## src/rtl/uart_pkg.sv

```systemverilog
// Shared definitions for the UART transmit feeder: FSM state encoding
// and default sizing for the FIFO depth and the oversampling tick divider.
package uart_pkg;

   localparam int DEF_DEPTH    = 8;
   localparam int DEF_TICK_DIV = 326;

   typedef enum logic [1:0] {
      IDLE    = 2'd0,
      SEND    = 2'd1,
      RELEASE = 2'd2
   } state_t;

endpackage

```

## src/rtl/uart_fifo.sv

```systemverilog
// Synchronous byte FIFO with registered full/empty/count and overflow pulse.
// Ports: clk, reset (sync, active high), push/wr_data, pop/data (head byte),
//        full, empty, count, overflow (one cycle after a dropped push).
module uart_fifo
   import uart_pkg::*;
#(
   parameter int DEPTH = DEF_DEPTH
) (
   input  logic                     clk,
   input  logic                     reset,
   input  logic                     push,
   input  logic [7:0]               wr_data,
   input  logic                     pop,
   output logic [7:0]               data,
   output logic                     full,
   output logic                     empty,
   output logic [$clog2(DEPTH):0]   count,
   output logic                     overflow
);

   localparam int AW = $clog2(DEPTH);
   localparam int CW = $clog2(DEPTH) + 1;

   logic [7:0]    r_mem [DEPTH];
   logic [AW-1:0] r_wr_ptr;
   logic [AW-1:0] r_rd_ptr;
   logic [CW-1:0] r_count;
   logic          r_full;
   logic          r_empty;
   logic          r_ovf;
   logic [CW-1:0] w_count_nx;
   logic          w_push_ok;
   logic          w_pop_ok;

   // Acceptance uses the registered flags, so a push into a full FIFO is
   // dropped even when a pop frees a slot on the same edge.
   assign w_push_ok = push & ~r_full;
   assign w_pop_ok  = pop & ~r_empty;

   always_comb begin
      w_count_nx = r_count;
      if (w_push_ok & ~w_pop_ok)
         w_count_nx = r_count + 1'b1;
      else if (~w_push_ok & w_pop_ok)
         w_count_nx = r_count - 1'b1;
   end

   always_ff @(posedge clk) begin
      if (w_push_ok)
         r_mem[r_wr_ptr] <= wr_data;
   end

   always_ff @(posedge clk) begin
      if (reset) begin
         r_wr_ptr <= '0;
         r_rd_ptr <= '0;
         r_count  <= '0;
         r_full   <= 1'b0;
         r_empty  <= 1'b1;
         r_ovf    <= 1'b0;
      end else begin
         if (w_push_ok)
            r_wr_ptr <= r_wr_ptr + 1'b1;
         if (w_pop_ok)
            r_rd_ptr <= r_rd_ptr + 1'b1;
         r_count <= w_count_nx;
         r_full  <= (w_count_nx == CW'(DEPTH));
         r_empty <= (w_count_nx == '0);
         r_ovf   <= push & r_full;
      end
   end

   assign data     = r_mem[r_rd_ptr];
   assign full     = r_full;
   assign empty    = r_empty;
   assign count    = r_count;
   assign overflow = r_ovf;

endmodule

```

## src/rtl/uart_tx_feeder.sv

```systemverilog
// Feeds bytes from a FIFO to a UART transmitter with a req/done handshake,
// and generates the free-running oversampling tick.
// Ports: clk, reset, wr_data/wr_en (enqueue), full/empty/count/overflow,
//        tx_data/tx_transmission (to transmitter), tx_done (from it), s_tick.
module uart_tx_feeder
   import uart_pkg::*;
#(
   parameter int DEPTH    = DEF_DEPTH,
   parameter int TICK_DIV = DEF_TICK_DIV
) (
   input  logic                     clk,
   input  logic                     reset,
   input  logic [7:0]               wr_data,
   input  logic                     wr_en,
   output logic                     full,
   output logic                     empty,
   output logic [$clog2(DEPTH):0]   count,
   output logic                     overflow,
   output logic [7:0]               tx_data,
   output logic                     tx_transmission,
   input  logic                     tx_done,
   output logic                     s_tick
);

   localparam int DW = $clog2(TICK_DIV);

   logic [DW-1:0] r_div;
   logic          r_tick;
   state_t        r_state;
   logic [7:0]    r_tx_data;
   logic          r_tx_req;
   logic [7:0]    w_head;
   logic          w_empty;
   logic          w_pop;

   uart_fifo #(
      .DEPTH(DEPTH)
   ) u_fifo (
      .clk      (clk),
      .reset    (reset),
      .push     (wr_en),
      .wr_data  (wr_data),
      .pop      (w_pop),
      .data     (w_head),
      .full     (full),
      .empty    (w_empty),
      .count    (count),
      .overflow (overflow)
   );

   always_ff @(posedge clk) begin
      if (reset) begin
         r_div  <= '0;
         r_tick <= 1'b0;
      end else if (r_div == DW'(TICK_DIV - 1)) begin
         r_div  <= '0;
         r_tick <= 1'b1;
      end else begin
         r_div  <= r_div + 1'b1;
         r_tick <= 1'b0;
      end
   end

   // The pop is taken on the same edge that latches the head into tx_data.
   assign w_pop = (r_state == IDLE) & ~w_empty;

   always_ff @(posedge clk) begin
      if (reset) begin
         r_state   <= IDLE;
         r_tx_data <= 8'h00;
         r_tx_req  <= 1'b0;
      end else begin
         unique case (r_state)
            IDLE: begin
               if (!w_empty) begin
                  r_tx_data <= w_head;
                  r_tx_req  <= 1'b1;
                  r_state   <= SEND;
               end
            end
            SEND: begin
               if (tx_done) begin
                  r_tx_req <= 1'b0;
                  r_state  <= RELEASE;
               end
            end
            RELEASE: begin
               if (!tx_done)
                  r_state <= IDLE;
            end
            default: begin
               r_state  <= IDLE;
               r_tx_req <= 1'b0;
            end
         endcase
      end
   end

   assign empty           = w_empty;
   assign tx_data         = r_tx_data;
   assign tx_transmission = r_tx_req;
   assign s_tick          = r_tick;

endmodule

```

## config.mk

```make
export PLATFORM = sky130hd
export DESIGN_NAME = uart_tx_feeder
export DESIGN_NICKNAME = d
export VERILOG_FILES = /design/src/rtl/uart_pkg.sv /design/src/rtl/uart_fifo.sv /design/src/rtl/uart_tx_feeder.sv
export SDC_FILE = /design/constraint.sdc
export NUM_CORES = 1
export LEC_CHECK = 0
export CELL_PAD_IN_SITES_DETAIL_PLACEMENT = 0
export CELL_PAD_IN_SITES_GLOBAL_PLACEMENT = 1
export CORE_MARGIN = 1.5
export CORE_UTILIZATION = 50
export CTS_BUF_LIST = sky130_fd_sc_hd__clkbuf_8
export CTS_CLUSTER_SIZE = 16
export DETAILED_ROUTE_END_ITERATION = 7
export GPL_ROUTABILITY_DRIVEN = 0
export PLACE_DENSITY = 0.82
export SLEW_MARGIN = 20
export SYNTH_ARGS = -nofsm -noshare
export SYNTH_HDL_FRONTEND = slang
export SYNTH_SLANG_ARGS = --single-unit
```

## constraint.sdc

```tcl
create_clock -name clk -period 2.6 [get_ports clk]
set_input_delay 0.78 -clock clk [delete_from_list [all_inputs] [get_ports clk]]
set_output_delay 0.78 -clock clk [all_outputs]
set_load 0.005 [all_outputs]
```

==> summary.md, run 1 <==
| Metric | Value |
|---|---|
| Status | `finished, final reports clean` |
| Pin count of the biggest net entering global routing | `21` |
| Setup crit end kind | `flop` |
| Layout cells sized above 1 | `0.1742` |
| Power Dens Cells | `880.2 mW/mm²` |
| Num CTS Buffers | `9` |
| Sequential area share after synthesis | `0.6762` |
| Cells after Synth | `259` |
| Global-route wire length before repair | `11.53 mm` |
| Number of synthesized flops with an enable pin | `64` |
| Clock H-tree levels | `3` |
| Overall power | `4.019 mW` |
| Starting DRT DRC Count | `151` |
| Final worst path period share | `0.8415` |
| Vias | `2243` |
| Area growth, synth to finish | `18.63%` |
| Cts hold-fix bufs | `0` |
| IO Port Bufs | `28` |
| Hold Fails Final Rpt | `0` |
| GR Util All Layers | `0.1897` |
| Rel. slew slack | `0.4487` |
| Post-layout min period | `2.188 ns` |
| Syn avg cell area | `14.86 µm²` |
| Hold Path Depth | `1` |
| Setup_tns | `0 ns` |
| ANT cells | `0` |
| Library cells used by synthesis | `38` |
| Reg power frac | `0.485` |
| DRC violations left | `0` |
| VDD IR max | `0.0003217 V` |
| Max Cap Viol | `0` |
| Post-Syn Nets | `277` |
| FP Rows | `31` |
| Clock latency on the worst-skew pair | `0.37 ns` |
| Flop2flop setup slack | `0.70 ns` |
| Initial antenna violation count | `0` |
| Wirelength per Cell | `17.13 µm` |
| Die Ht | `90.74 µm` |
| Net switching power | `1.113 mW` |
| CTS resizes | `0` |
| Reg2Reg Depth | `5` |
| Post-route cell area | `0.004566 mm²` |
| WS Path Type | `in -> reg` |
| Clk slew on worst S/H paths | `0.09 ns` |
| Slew at the pin closest to its max-slew limit | `0.8259 ns` |
| CTS tree | `yes` |
| Setup violators final | `0` |
| Post-DRT Antenna Nets | `0` |
| RSZ-0062 raised after global routing | `no` |
| LEAKAGE | `1.547 nW` |
| Worst EP required | `2.67 ns` |
| Pint | `2.906 mW` |
| Synth Warn # | `0` |
| Hold Crit Class | `reg -> reg` |
| Via density | `5.484` |
| Die W | `90.74 µm` |
| Worst Path Max Fanout | `8` |
| Detailed-placement wirelength estimate | `4.666 mm` |
| WL final | `7.006 mm` |
| Initial core utilization | `0.5250` |
| Mapped Area | `0.003849 mm²` |
| I/O pin count | `29` |
| Switching share of power | `0.2769` |
| Slew Limit Fails | `0` |
| Clock Sinks | `98` |
| Clock share of power | `0.262` |
| Achievable clock frequency | `0.4570 GHz` |
| Core Area | `0.007331 mm²` |
| Total gr overflow | `0` |
| 1st-pass router iterations | `4` |
| Placed inst area | `0.004347 mm²` |
| Clock skew | `0.007818 ns` |
| Crit path DAT | `2.26 ns` |
| CP startpoint kind | `input pin` |
| Top FF cell, synth | `edfxtp_1` |
| Comb pwr share | `0.253` |
| CTS max path bufs | `2` |
| Post-CTS setup-driven buffer insertion count | `0` |
| Fin nets | `323` |
| Vias in the first global route | `2214` |
| Synth Register Bits | `98` |
| CTS Root Cell | `clkbuf_8` |
| Die ar. | `0.008233 mm²` |
| Asr flop ratio synth | `0` |
cell usage after synthesis, types with 2 or more instances:
cell type / instances / share of area
edfxtp_1: 64 / 0.50
dfxtp_1: 34 / 0.18
nor2_1: 17 / 0.017
mux4_2: 16 / 0.094
a21oi_1: 15 / 0.020
nand2_1: 13 / 0.013
o21ai_0: 13 / 0.017
clkbuf_1: 9 / 0.0088
mux2i_1: 8 / 0.021
nand3_1: 7 / 0.0091
ha_1: 6 / 0.020
xor2_1: 6 / 0.014
and3_1: 5 / 0.0081
inv_1: 5 / 0.0049
nor3_1: 5 / 0.0065
or3_1: 4 / 0.0065
xnor2_1: 4 / 0.0091
nand2b_1: 3 / 0.0049
nor2b_1: 3 / 0.0049
a211oi_1: 2 / 0.0039
buf_2: 2 / 0.0026
nand4_1: 2 / 0.0033
kinds of logic (layout without fill, tap and decap cells):
kind of cell	after synthesis	in the layout	share of synthesized area
buf+inv	17	68	0.01755
xor+xnor	10	10	0.02276
mux	24	24	0.1144
flops	98	98	0.6762
simple gates	67	67	0.09135
compound gates	37	37	0.05819
fa+ha+maj	6	6	0.01951
layout by cell type, fill, tap and decap left out, types with 2 or more instances in the layout:
cell type | netlist | routed
nor2_1 | 17 | 17
nor3_1 | 5 | 5
mux2i_1 | 8 | 8
inv_1 | 5 | 6
and3_1 | 5 | 5
nand2_1 | 13 | 13
nand2b_1 | 3 | 3
mux4_2 | 16 | 16
clkbuf_8 | 0 | 9
xor2_1 | 6 | 6
clkinvlp_4 | 0 | 3
bufinv_16 | 0 | 2
buf_4 | 0 | 19
a21oi_1 | 15 | 15
nand4_1 | 2 | 2
clkdlybuf4s50_1 | 0 | 28
ha_1 | 6 | 6
nor2b_1 | 3 | 3
xnor2_1 | 4 | 4
o21ai_0 | 13 | 13
a211oi_1 | 2 | 2
or3_1 | 4 | 4
dfxtp_1 | 34 | 34
nand3_1 | 7 | 7
edfxtp_1 | 64 | 64
final timing paths:
kind	to	startpoint
hold reg to reg	r_div[0]	r_div[0]
setup / recovery	u_fifo.r_mem[4][0]	wr_en
hold / removal	r_div[0]	r_div[0]
setup reg to reg	u_fifo.empty	u_fifo.count[0]
registers in the layout, indices dropped and copies added (netlist names):
signal and flops:
u_fifo.overflow 1, u_fifo.count 4, u_fifo.empty 1, u_fifo.r_mem 64, tx_transmission 1, r_state 2
tx_data 8, u_fifo.full 1, r_div 9, s_tick 1, u_fifo.r_rd_ptr 3, u_fifo.r_wr_ptr 3
per-layer routing:
metal,global-route usage,part of all wire,up-vias
met2,0.2926,0.48,68
met1,0.2557,0.45,1093
met5,0,0,-
met4,0.09127,0.018,0
met3,0.04125,0.057,8
li1,-,-,1074
through the flow:
stage,worst slack [ns],hold WS [ns],utilization,std cells
final,0.4120,0.4777,0.6228,409
after CTS,0.4013,0.4824,0.6228,409
after floorplan,0.2933,0.4334,-,259
after detailed placement,0.07698,0.4601,0.5929,393
after global routing,0.3149,0.5248,0.6228,409
after global placement,0.1045,0.4545,0.5929,393
power by group through the flow:
stage / sequential [mW] / clock (mW) / combinational (mW)
floorplan: 1.95 / 0 / 0.667
global placement: 1.98 / 0 / 1.01
detailed placement: 1.98 / 0 / 1.02
CTS: 1.95 / 1.08 / 1.03
global route: 1.98 / 1.15 / 1.12
finish: 1.95 / 1.05 / 1.02
layout make-up:
type                    count  area (µm²)
flip-flops and latches     98        2603
well taps                  99       123.9
repair buffers             47       422.9
fillers                   539        2765
inverters                   5       18.77
clock buffers               9       123.9
clock inverters             7       95.09
multi-input cells         144        1179
critical path: stages:
cell	delay (ns)
clkdlybuf4s50_1	0.49
nor2b_1	0.39
nand2_1	0.19
nor3_1	0.18
buf_4	0.22
No activity file was read; power rests on OpenSTA's default activity.
==> inputs of run 2 (changes only) <==
CORE_UTILIZATION = 46   (was 50)
PLACE_DENSITY = 0.79   (was 0.82)
clock period = 1.9 ns   (was 2.6 ns; I/O delays follow)
==> run 2 against run 1 <==
Net effect:
- count of clock-buffer cells in the layout unchanged
- combinational power grew 50%
- clock skew rose by 0.0092 ns
- first-iteration DRC count decreased by 18%
- clock power grew 23%
- largest cell class unchanged
- largest power group unchanged
==> summary.md, run 2 (synthesized netlist as in run 1, its figures left out) <==
| Metric | Value |
|---|---|
| Worst path slowest cell | `clkdlybuf4s50_1` |
| Num CTS Buffers | `9` |
| Power Dens Cells | `1177 mW/mm²` |
| Largest register FFs | `64` |
| Hold Crit Class | `reg -> reg` |
| Most common cell after layout, fill and taps aside | `edfxtp_1` |
| Clock share of power | `0.237` |
| Clock H-tree levels | `3` |
| Met3 Use GR | `0.02657` |
| Worst R2R Start | `r_state[1]` |
| Slew Limit Fails | `0` |
| VDD IR max | `0.0004989 V` |
| Most frequent cells in the layout | `64 x edfxtp_1, 31 x dfxtp_1, 26 x clkdlybuf4s50_1` |
| Clock latency on the worst-skew pair | `0.36 ns` |
| Final worst path period share | `0.9664` |
| Clk slew on worst S/H paths | `0.09 ns` |
| Reg2Reg Depth | `4` |
| Clock skew | `0.01703 ns` |
| Slew at the pin closest to its max-slew limit | `0.6573 ns` |
| Starting DRT DRC Count | `124` |
| Comb pwr share | `0.281` |
| Achievable clock frequency | `0.5446 GHz` |
| GR peak layer | `met2` |
| HP Start | `u_fifo.r_rd_ptr[1]` |
| WS Path Type | `reg -> out` |
| Hold Path Depth | `2` |
| Via density | `5.330` |
| Setup_tns | `0 ns` |
| CTS Root Cell | `clkbuf_8` |
| WL final | `6.749 mm` |
| Wirelength per Cell | `16.03 µm` |
| Met2 GRT Util | `0.2644` |
| Crit-path max cell delay | `0.52 ns` |
| Worst EP required | `1.33 ns` |
| Pin count of the biggest net entering global routing | `21` |
| Status | `finished, final reports clean` |
| Die W | `94.47 µm` |
| Cts hold-fix bufs | `0` |
| Initial core utilization | `0.4708` |
| Setup violators final | `0` |
| FP Rows | `33` |
| GR Util met1 | `0.2359` |
| Biggest register | `u_fifo.r_mem` |
| Global-route wire length before repair | `11.03 mm` |
| Setup crit end kind | `primary output` |
| Core Area | `0.008175 mm²` |
| Clock Sinks | `98` |
| Die ar. | `0.008925 mm²` |
| Flop2flop setup slack | `0.15 ns` |
| RSZ-0062 raised after global routing | `no` |
| Net switching power | `1.609 mW` |
| Post-DRT Antenna Nets | `0` |
| CP startpoint kind | `flop` |
| CP bufs+invs | `1` |
| LEAKAGE | `1.587 nW` |
| Post-layout min period | `1.836 ns` |
| Rel. slew slack | `0.5612` |
| Fin nets | `329` |
| Max Cap Viol | `0` |
| Die Ht | `94.47 µm` |
| FF-to-FF End | `u_fifo.full` |
| Reg power frac | `0.482` |
| Switching share of power | `0.2961` |
| I/O pin count | `29` |
| Post-CTS setup-driven buffer insertion count | `0` |
| Detailed-placement wirelength estimate | `4.650 mm` |
| 1st-pass router iterations | `4` |
| Area growth, synth to finish | `20.03%` |
| Util after Layout | `0.5650` |
| Vias in the first global route | `2162` |
| Layout cells sized above 1 | `0.2089` |
| Worst Path Max Fanout | `4` |
| Crit path cell chain | `clkdlybuf4s50_1` |
| ANT cells | `0` |
| DRC violations left | `0` |
| CTS tree | `yes` |
| IO Port Bufs | `28` |
| GR Util All Layers | `0.1705` |
| Initial antenna violation count | `0` |
| Hold Fails Final Rpt | `0` |
| Worst path top cell family by delay | `buffers and inverters` |
| Vias | `2244` |
| Hold path endpoint | `u_fifo.r_rd_ptr[1]` |
| Crit path DAT | `1.27 ns` |
| Total gr overflow | `0` |
| CTS max path bufs | `2` |
| Pint | `3.826 mW` |
==> run 2: cell types whose count changed in the layout (fill, tap and decap cells not counted), moves of 3 or more <==
| cell | delta |
|---|---|
| dfxtp_2 | +3 |
| inv_8 | +3 |
| buf_4 | +4 |
| dfxtp_1 | -3 |
==> run 2: how the worst max path moves through the flow <==
| stage | from | to | slack [ns] | cells after the start |
|---|---|---|---|---|
| after floorplan | wr_en | u_fifo.r_mem[5][0] | 0.01 | 4 |
| after global placement | wr_en | u_fifo.full | -0.21 | 5 |
| after detailed placement | wr_en | u_fifo.empty | -0.27 | 5 |
| after CTS | u_fifo.count[2] | count[2] | 0.02 | 1 |
| after global routing | u_fifo.empty | empty | 0.02 | 1 |
| final | u_fifo.count[3] | count[3] | 0.06 | 1 |
==> run 2: power by group through the flow <==
stage	registers [mW]	clock network (mW)	logic, mW
2_1_floorplan	2.67	0	0.915
6_report	2.62	1.29	1.53
4_1_cts	2.62	1.33	1.55
3_5_place_dp	2.67	0	1.55
3_3_place_gp	2.66	0	1.53
5_1_grt	2.65	1.41	1.68
==> run 2: stage by stage <==
stage               setup WS, ns  hold slack, ns  total power, mW  cells  instance area (µm²)
floorplan                0.01461          0.4334            3.586    259                 3860
global placement         -0.2116          0.4432            4.190    405                 4423
detailed placement       -0.2747          0.4657            4.217    405                 4423
CTS                      0.02400          0.4796            5.502    421                 4618
global route             0.01531          0.4963            5.736    421                 4619
finish                   0.06385          0.4730            5.435    421                 4619
==> run 2: timing repair <==
item | in CTS | in global routing
endpoints found under the setup margin | 2 | 1
gates resized for setup | 5 | 1
gates cloned | 0 | 0
==> run 2: area by class of cell <==
class	count	area [µm²]
timing repair buffer	53	481.7
sequential	98	2606
tap	105	131.4
clock buffer	9	123.9
multi-input combinational	144	1190
inverter	5	18.77
clock inverter	7	67.56
fill	678	3556
==> run 2: per-layer routing <==
layer	vias up	wire, µm
met2	34	3206
met4	0	99
li1	1093	-
met5	-	0
met3	6	206
met1	1111	3236
